### src/rtl/reaction_timer_pkg.sv
`default_nettype none
// ============================================================================
//  Module      : reaction_timer_pkg
//  Description : Shared types and constants for the reaction-timer datapath,
//                control FSM and display stages.
//  Revision    : 1.0 - initial release
// ============================================================================
package reaction_timer_pkg;

    // Delay sequencer states
    typedef enum logic [1:0] {
        IDLE       = 2'd0,
        RAND_WAIT  = 2'd1,
        FIXED_WAIT = 2'd2
    } dly_state_t;

    // Right-shift Galois mask for x^16 + x^14 + x^13 + x^11 + 1
    localparam logic [15:0] c_LFSR_TAPS         = 16'hB400;

    localparam int          c_BCD_DIGIT_W       = 4;
    localparam int          c_BCD_DIGITS        = 4;

    localparam logic [15:0] c_LATE_BCD_DEFAULT  = 16'h9999;
    localparam logic [15:0] c_LFSR_SEED_DEFAULT = 16'hACE1;

    // One LFSR step; a non-zero state can never map to zero
    function automatic logic [15:0] lfsr_step(input logic [15:0] cur);
        return {1'b0, cur[15:1]} ^ (cur[0] ? c_LFSR_TAPS : 16'h0000);
    endfunction

endpackage
`default_nettype wire

### src/rtl/reaction_timer_datapath_if.sv
`default_nettype none
// ============================================================================
//  Module      : reaction_timer_datapath_if
//  Description : Strobe/status bundle between the reaction-timer control FSM
//                (master) and the timing datapath (slave).
//  Revision    : 1.0 - initial release
// ============================================================================
interface reaction_timer_datapath_if;

    logic        start_rwait;
    logic        start_wait5;
    logic        time_clr;
    logic        time_en;
    logic        rs_en;
    logic        rwait_done;
    logic        wait5_done;
    logic        time_late;
    logic [15:0] rt_live;
    logic [15:0] rt_result;

    modport master (
        output start_rwait, start_wait5, time_clr, time_en, rs_en,
        input  rwait_done, wait5_done, time_late, rt_live, rt_result
    );

    modport slave (
        input  start_rwait, start_wait5, time_clr, time_en, rs_en,
        output rwait_done, wait5_done, time_late, rt_live, rt_result
    );

endinterface
`default_nettype wire

### src/rtl/reaction_timer_datapath_bcd.sv
`default_nettype none
// ============================================================================
//  Module      : bcd_counter4
//  Description : 4-digit BCD up-counter with synchronous clear, count enable
//                and saturation at a fixed limit (sticky flag until clear).
//  Revision    : 1.0 - initial release
// ============================================================================
module bcd_counter4
    import reaction_timer_pkg::*;
#(
    parameter logic [15:0] LIMIT = c_LATE_BCD_DEFAULT
)(
    input  wire logic        clk,
    input  wire logic        RESET,
    input  wire logic        i_clr,
    input  wire logic        i_en,
    output logic      [15:0] o_count,
    output logic             o_sat
);

    logic [15:0] r_count;
    logic        r_sat;
    logic [15:0] w_inc;
    logic        w_at_limit;

    assign w_at_limit = (r_count == LIMIT);

    // Ripple BCD increment: each digit wraps 9->0 and carries into the next
    always_comb begin
        logic                     carry;
        logic [c_BCD_DIGIT_W-1:0] digit;
        w_inc = r_count;
        carry = 1'b1;
        for (int d = 0; d < c_BCD_DIGITS; d++) begin
            digit = r_count[d*c_BCD_DIGIT_W +: c_BCD_DIGIT_W];
            if (carry) begin
                if (digit == 4'd9) begin
                    w_inc[d*c_BCD_DIGIT_W +: c_BCD_DIGIT_W] = 4'd0;
                end else begin
                    w_inc[d*c_BCD_DIGIT_W +: c_BCD_DIGIT_W] = digit + 4'd1;
                    carry = 1'b0;
                end
            end
        end
    end

    // Count register; clear wins, and the count freezes once it hits LIMIT
    always_ff @(posedge clk) begin
        if (!RESET) begin
            r_count <= 16'h0000;
            r_sat   <= 1'b0;
        end else if (i_clr) begin
            r_count <= 16'h0000;
            r_sat   <= 1'b0;
        end else if (i_en && !w_at_limit) begin
            r_count <= w_inc;
            r_sat   <= (w_inc == LIMIT);
        end
    end

    assign o_count = r_count;
    assign o_sat   = r_sat;

endmodule
`default_nettype wire

### src/rtl/reaction_timer_datapath.sv
`default_nettype none
// ============================================================================
//  Module      : reaction_timer_datapath
//  Description : Timing datapath for the reaction timer: ms prescaler,
//                free-running LFSR, random/fixed delay sequencer, saturating
//                BCD reaction counter and result register.
//  Revision    : 1.0 - initial release
// ============================================================================
module reaction_timer_datapath
    import reaction_timer_pkg::*;
#(
    parameter int          MS_DIV       = 100000,
    parameter int          RWAIT_MIN_MS = 2000,
    parameter int          WAIT5_MS     = 5000,
    parameter logic [15:0] LATE_BCD     = c_LATE_BCD_DEFAULT,
    parameter logic [15:0] LFSR_SEED    = c_LFSR_SEED_DEFAULT
)(
    input  wire logic                 clk,
    input  wire logic                 RESET,
    reaction_timer_datapath_if.slave  bus
);

    localparam int c_PRE_W    = (MS_DIV > 1) ? $clog2(MS_DIV) : 1;
    localparam int c_RAND_MAX = RWAIT_MIN_MS + 4095;
    localparam int c_DLY_MAX  = (c_RAND_MAX > WAIT5_MS) ? c_RAND_MAX : WAIT5_MS;
    localparam int c_DLY_W    = $clog2(c_DLY_MAX + 1);

    localparam logic [c_PRE_W-1:0] c_PRE_LAST = c_PRE_W'(MS_DIV - 1);
    localparam logic [c_DLY_W-1:0] c_DLY_ONE  = c_DLY_W'(1);

    logic [c_PRE_W-1:0] r_pre;
    logic               w_ms_tick;
    logic               w_restart;

    logic [15:0]        r_lfsr;

    dly_state_t         r_state;
    dly_state_t         w_state_nxt;
    logic [c_DLY_W-1:0] r_dly;
    logic [c_DLY_W-1:0] w_dly_nxt;
    logic [c_DLY_W-1:0] w_rand_load;
    logic               r_rwait_done;
    logic               r_wait5_done;
    logic               w_rwait_done_nxt;
    logic               w_wait5_done_nxt;

    logic [15:0]        w_rt_live;
    logic               w_time_late;
    logic [15:0]        r_rt_result;

    // Any start or clear re-phases the prescaler so intervals are whole ms
    assign w_restart = bus.start_rwait | bus.start_wait5 | bus.time_clr;
    assign w_ms_tick = (r_pre == c_PRE_LAST);

    // Millisecond prescaler
    always_ff @(posedge clk) begin
        if (!RESET) begin
            r_pre <= '0;
        end else if (w_restart || w_ms_tick) begin
            r_pre <= '0;
        end else begin
            r_pre <= r_pre + 1'b1;
        end
    end

    // Free-running LFSR; player timing decides which value gets sampled
    always_ff @(posedge clk) begin
        if (!RESET) begin
            r_lfsr <= LFSR_SEED;
        end else begin
            r_lfsr <= lfsr_step(r_lfsr);
        end
    end

    assign w_rand_load = c_DLY_W'(RWAIT_MIN_MS) + c_DLY_W'(r_lfsr[11:0]);

    // Delay sequencer state, down-counter and registered done pulses
    always_ff @(posedge clk) begin
        if (!RESET) begin
            r_state      <= IDLE;
            r_dly        <= '0;
            r_rwait_done <= 1'b0;
            r_wait5_done <= 1'b0;
        end else begin
            r_state      <= w_state_nxt;
            r_dly        <= w_dly_nxt;
            r_rwait_done <= w_rwait_done_nxt;
            r_wait5_done <= w_wait5_done_nxt;
        end
    end

    // Next-state: starts always reload (rwait first); ticks count down
    always_comb begin
        w_state_nxt      = r_state;
        w_dly_nxt        = r_dly;
        w_rwait_done_nxt = 1'b0;
        w_wait5_done_nxt = 1'b0;
        if (bus.start_rwait) begin
            w_dly_nxt   = w_rand_load;
            w_state_nxt = RAND_WAIT;
        end else if (bus.start_wait5) begin
            w_dly_nxt   = c_DLY_W'(WAIT5_MS);
            w_state_nxt = FIXED_WAIT;
        end else if (w_ms_tick) begin
            case (r_state)
                RAND_WAIT, FIXED_WAIT: begin
                    if (r_dly <= c_DLY_ONE) begin
                        w_dly_nxt        = '0;
                        w_state_nxt      = IDLE;
                        w_rwait_done_nxt = (r_state == RAND_WAIT);
                        w_wait5_done_nxt = (r_state == FIXED_WAIT);
                    end else begin
                        w_dly_nxt = r_dly - c_DLY_ONE;
                    end
                end
                default: begin
                    w_state_nxt = IDLE;
                end
            endcase
        end
    end

    bcd_counter4 #(
        .LIMIT (LATE_BCD)
    ) u_rt_cnt (
        .clk     (clk),
        .RESET   (RESET),
        .i_clr   (bus.time_clr),
        .i_en    (bus.time_en & w_ms_tick),
        .o_count (w_rt_live),
        .o_sat   (w_time_late)
    );

    // Result capture takes the live count before any same-cycle clear
    always_ff @(posedge clk) begin
        if (!RESET) begin
            r_rt_result <= 16'h0000;
        end else if (bus.rs_en) begin
            r_rt_result <= w_rt_live;
        end
    end

    assign bus.rwait_done = r_rwait_done;
    assign bus.wait5_done = r_wait5_done;
    assign bus.time_late  = w_time_late;
    assign bus.rt_live    = w_rt_live;
    assign bus.rt_result  = r_rt_result;

endmodule
`default_nettype wire

### src/flat_wrapper.sv
// flat-port wrapper written by rule: the top's interface ports become plain ports
module reaction_timer_datapath_flat import reaction_timer_pkg::*;
#(
    parameter int          MS_DIV       = 100000,
    parameter int          RWAIT_MIN_MS = 2000,
    parameter int          WAIT5_MS     = 5000,
    parameter logic [15:0] LATE_BCD     = c_LATE_BCD_DEFAULT,
    parameter logic [15:0] LFSR_SEED    = c_LFSR_SEED_DEFAULT
)
  (clk, RESET, bus_start_rwait, bus_start_wait5, bus_time_clr, bus_time_en, bus_rs_en, bus_rwait_done, bus_wait5_done, bus_time_late, bus_rt_live, bus_rt_result);
  reaction_timer_datapath_if bus_i ();
  input  wire logic clk;
  input  wire logic RESET;
  input wire logic [$bits(bus_i.start_rwait)-1:0] bus_start_rwait;
  input wire logic [$bits(bus_i.start_wait5)-1:0] bus_start_wait5;
  input wire logic [$bits(bus_i.time_clr)-1:0] bus_time_clr;
  input wire logic [$bits(bus_i.time_en)-1:0] bus_time_en;
  input wire logic [$bits(bus_i.rs_en)-1:0] bus_rs_en;
  output wire logic [$bits(bus_i.rwait_done)-1:0] bus_rwait_done;
  output wire logic [$bits(bus_i.wait5_done)-1:0] bus_wait5_done;
  output wire logic [$bits(bus_i.time_late)-1:0] bus_time_late;
  output wire logic [$bits(bus_i.rt_live)-1:0] bus_rt_live;
  output wire logic [$bits(bus_i.rt_result)-1:0] bus_rt_result;
  assign bus_i.start_rwait = bus_start_rwait;
  assign bus_i.start_wait5 = bus_start_wait5;
  assign bus_i.time_clr = bus_time_clr;
  assign bus_i.time_en = bus_time_en;
  assign bus_i.rs_en = bus_rs_en;
  assign bus_rwait_done = bus_i.rwait_done;
  assign bus_wait5_done = bus_i.wait5_done;
  assign bus_time_late = bus_i.time_late;
  assign bus_rt_live = bus_i.rt_live;
  assign bus_rt_result = bus_i.rt_result;
  reaction_timer_datapath #(.MS_DIV(MS_DIV), .RWAIT_MIN_MS(RWAIT_MIN_MS), .WAIT5_MS(WAIT5_MS), .LATE_BCD(LATE_BCD), .LFSR_SEED(LFSR_SEED)) u_core (.clk(clk), .RESET(RESET), .bus(bus_i));
endmodule
### config.mk
export PLATFORM = sky130hd
export DESIGN_NAME = reaction_timer_datapath_flat
export DESIGN_NICKNAME = d
export VERILOG_FILES = /design/src/rtl/reaction_timer_pkg.sv /design/src/rtl/reaction_timer_datapath_if.sv /design/src/rtl/reaction_timer_datapath_bcd.sv /design/src/rtl/reaction_timer_datapath.sv /design/src/flat_wrapper.sv
export SDC_FILE = /design/constraint.sdc
export NUM_CORES = 1
export LEC_CHECK = 0
export ABC_AREA = 0
export BUFFER_PORTS_ARGS = -buffer_cell sky130_fd_sc_hd__buf_2
export CORE_MARGIN = 3
export CORE_UTILIZATION = 50
export CTS_CLUSTER_SIZE = 25
export DETAILED_ROUTE_END_ITERATION = 8
export GPL_TIMING_DRIVEN = 0
export MAX_ROUTING_LAYER = met4
export PLACE_DENSITY = 0.7
export SYNTH_ARGS = -nofsm -noshare
export SYNTH_HDL_FRONTEND = slang
export SYNTH_HIERARCHICAL = 1
export SYNTH_SLANG_ARGS = --single-unit
### constraint.sdc
create_clock -name clk -period 2.8 [get_ports clk]
set_input_delay 0.84 -clock clk [delete_from_list [all_inputs] [get_ports clk]]
set_output_delay 0.84 -clock clk [all_outputs]
set_load 0.01 [all_outputs]
==> results.md <==
- Via count: 3321
- GRT Max-Usage Layer: met2
- Pre-Repair DR Iteration Count: 5
- Diode count: 0
- Gate Count Post-Synth: 441
- Hold Path Stages: 1
- Sequential share of the synthesized area: 0.417
- Finished Core Util: 0.603
- GRT Residual Overflow: 0
- H-tree levels: 3
- RSZ-0062 raised after global routing: no
- Critical Path AT: 2760 ps
- Clock transition at the registers of the reported paths: 90 ps
- Layout cells sized above 1: 0.167
- Maximum VDD drop: 0.301 mV
- Slowest CP cell: dfxtp_1
- Critical Path RT: 3070 ps
- Async SR Flop Fraction: 0
- Syn Nets: 454
- Relative slew slack: 0.673
- R2r endpoint: u_core/u_rt_cnt/o_count[5]
- CP Launch Point: u_core/r_pre[0]
- Yosys warns: 6
- Leakage dissipation: 0.00182 uW
- Fin Setup TNS: 0 ps
- CTS tree: yes
- CTS Buf Count: 9
- Clock Tree Buf Depth: 2
- Place WS: 342 ps
- R2R cell count: 9
- CP Capture Type: flop
- Post-Synth Adder-Cell Area: 0.0188
- Hold EP: u_core/r_lfsr[11]
- Largest net degree at the start of global routing: 16
- Xor/xnor share of the synthesized area: 0.0703
- Detailed Place HPWL: 6.39 mm
- Classification of the worst-slack hold path: flop to flop
- Ports: 42
- Clock root buffer: clkbuf_8
- Latest clock arrival within the worst-skew pair: 350 ps
- Compound-gate portion of the synthesized area: 0.121
- Largest family of logic cells by synthesized area: simple AND/OR/NAND/NOR gates
- Synth Cell Area: 0.00399 mm2
- Clock Sinks: 83
- Placeable Area: 0.00749 mm2
- # port buffers: 40
- Max-slew violation count: 0
- Maximum clock frequency: 0.402 GHz
- Critical path class: flop to flop
- DRT antenna net count: 0
- Minimum clock period: 2490 ps
- Initial DRC count: 256
- Area of the multi-input gates: 0.00215 mm2
- Initial antenna violation count: 0
- Post-cts sizing count: 0
- Wirelength, routed: 8.87 mm
- Max_cap viols: 0
- Worst-Margin Slew: 490 ps
- Cell family with most CP delay: simple AND/OR/NAND/NOR gates
- Net total in the final layout: 505
- Syn avg cell area: 9.04 um2
- Area grow syn2layout: 13.2%
- Met3 Resource Use GR: 0.0363
- Status: completed
- Synth top area share: 0.417
- Final Hold Violating Endpoints: 0
- Fin crit share: 0.888
- DIE WIDTH: 95.3 um
- Worst path most repeated cell: and4_1
- GRT met2 Usage: 0.343
- Count of unique library cells instantiated by Yosys: 72
- Power Dens Cells: 524 mW/mm2
- Routing usage on met1: 0.278
- Reg-to-reg slack, setup: 310 ps
- R2R Path Start: u_core/r_pre[0]
- Crit-path max cell delay: 380 ps
- Synth area leader: dfxtp_1
- Worst-path fanout max: 7
- Post-synthesis mux area share: 0.0502
- FP Rows: 31
- Final worst setup slack: 315 ps
- Synthesis-stage register bit count: 83
- Worst path bufs/invs: 0
- Vias per cell: 5.57
- Initial core utilization: 0.533
- DRC Markers: 0
- WHS: 416 ps
- Simple-gate area share of the yosys netlist: 0.280
- Register area: 0.00166 mm2
- EDFF count, synth: 0
- Clk_skew: 14.7 ps
- First-pass GRT wire length: 14.9 mm
- Primary FF master, synth: dfxtp_1
- Worst path cell trace: ha_1 -> and4_1 -> and4_1 -> and2_1 -> nand3_1 -> nor3b_2 -> nand2_1 -> or3_1 -> a21oi_1
- Synth area leaders: dfxtp_1, nor2_1, mux2i_1
- Drt wl/cell: 14.9 um
- Vias in the first global route: 3082
- GPL Wtd Cong: 0.917
- Die area: 0.00908 mm2
- Fillers: 667
- Die Height: 95.3 um
- Setup violations, final: 0
- Hold wc startpoint: u_core/r_lfsr[12]
- Worst Setup Start Kind: flop
- Gr usage total: 0.213
- Cts hold-fix bufs: 0
- Post-CTS Setup Inserts: 0
-- layer usage --
layer / part of all wire / up-vias
met5: 0 / -
met4: 0.012 / 0
met3: 0.053 / 14
met2: 0.47 / 92
met1: 0.47 / 1556
li1: - / 1659
-- layout by cell type, fill, tap and decap left out, types with 3 or more instances in the layout --
cell / count
nand2_1: 34
xor2_1: 15
buf_2: 44
a21oi_1: 16
nand2b_1: 8
nor2b_1: 7
inv_1: 15
and4_1: 5
nand4_1: 7
a31oi_1: 7
buf_4: 4
clkbuf_1: 7
or4_1: 4
and3_1: 6
xnor2_1: 17
clkbuf_8: 10
and2_1: 13
nand3_1: 12
mux2i_1: 20
nor3b_1: 3
ha_1: 6
o22ai_1: 3
or3_1: 5
o21ai_0: 13
nor2_1: 61
dfxtp_1: 83
a32o_1: 4
nor3_1: 8
-- sequential cells by signal (all words and copies together) (netlist names) --
signal	flops
u_core/r_lfsr	16
u_core/r_dly	13
u_core/u_rt_cnt/o_sat	1
u_core/bus.rt_result	16
u_core/r_state	2
u_core/bus.wait5_done	1
u_core/bus.rwait_done	1
u_core/u_rt_cnt/o_count	16
u_core/r_pre	17
-- synth_stat cells (4+ instances only) --
cell type,number
nor2b_1,7
and3_1,6
dfxtp_1,83
a21oi_1,16
mux2i_1,20
a32o_1,4
nor2_1,61
nand2b_1,8
o21ai_0,13
or4_1,4
buf_4,4
buf_2,4
and4_1,5
nand4_1,7
inv_1,15
clkbuf_1,7
nor3_1,8
nand3_1,12
xnor2_1,17
xor2_1,15
ha_1,6
and2_1,13
nand2_1,34
a31oi_1,7
or3_1,5
-- worst max path at each step --
stage / depth (start not counted) / slack [ps] / to
after floorplan: 9 / 700 / u_core/u_rt_cnt/o_count[5]
after global placement: 9 / 390 / u_core/u_rt_cnt/o_count[5]
after detailed placement: 9 / 340 / u_core/u_rt_cnt/o_count[5]
after CTS: 9 / 300 / u_core/u_rt_cnt/o_count[5]
after global routing: 9 / 140 / u_core/u_rt_cnt/o_count[5]
final: 9 / 310 / u_core/u_rt_cnt/o_count[5]
-- stage by stage --
| stage | power (uW) | instance area (um2) | cells |
|---|---|---|---|
| 3_5_place_dp | 1520 | 4310 | 580 |
| 3_3_place_gp | 1520 | 4310 | 580 |
| 6_report | 2360 | 4510 | 596 |
| 2_1_floorplan | 1460 | 3990 | 441 |
| 4_1_cts | 2390 | 4510 | 596 |
| 5_1_grt | 2470 | 4510 | 596 |
-- report_power, final --
group          internal, uW  total (uW)  switching, uW
clock network           418         868            450
registers              1210        1260           43.3
logic                   102         236            134
-- final cells by class --
type                    count  share of cell area
plain buffers              18              0.0258
clock buffers               9              0.0275
clock inverters             7              0.0169
inverters                  15              0.0125
multi-input cells         325               0.477
flip-flops and latches     83               0.368
well taps                  99              0.0275
repair buffers             40              0.0444
-- cell families after synthesis --
kind of cell | count (synthesis)
mux | 20
fa+ha+maj | 6
simple gates | 197
buf+inv | 33
flops | 83
xor+xnor | 32
compound gates | 70
(Power assumes the default switching activity.)
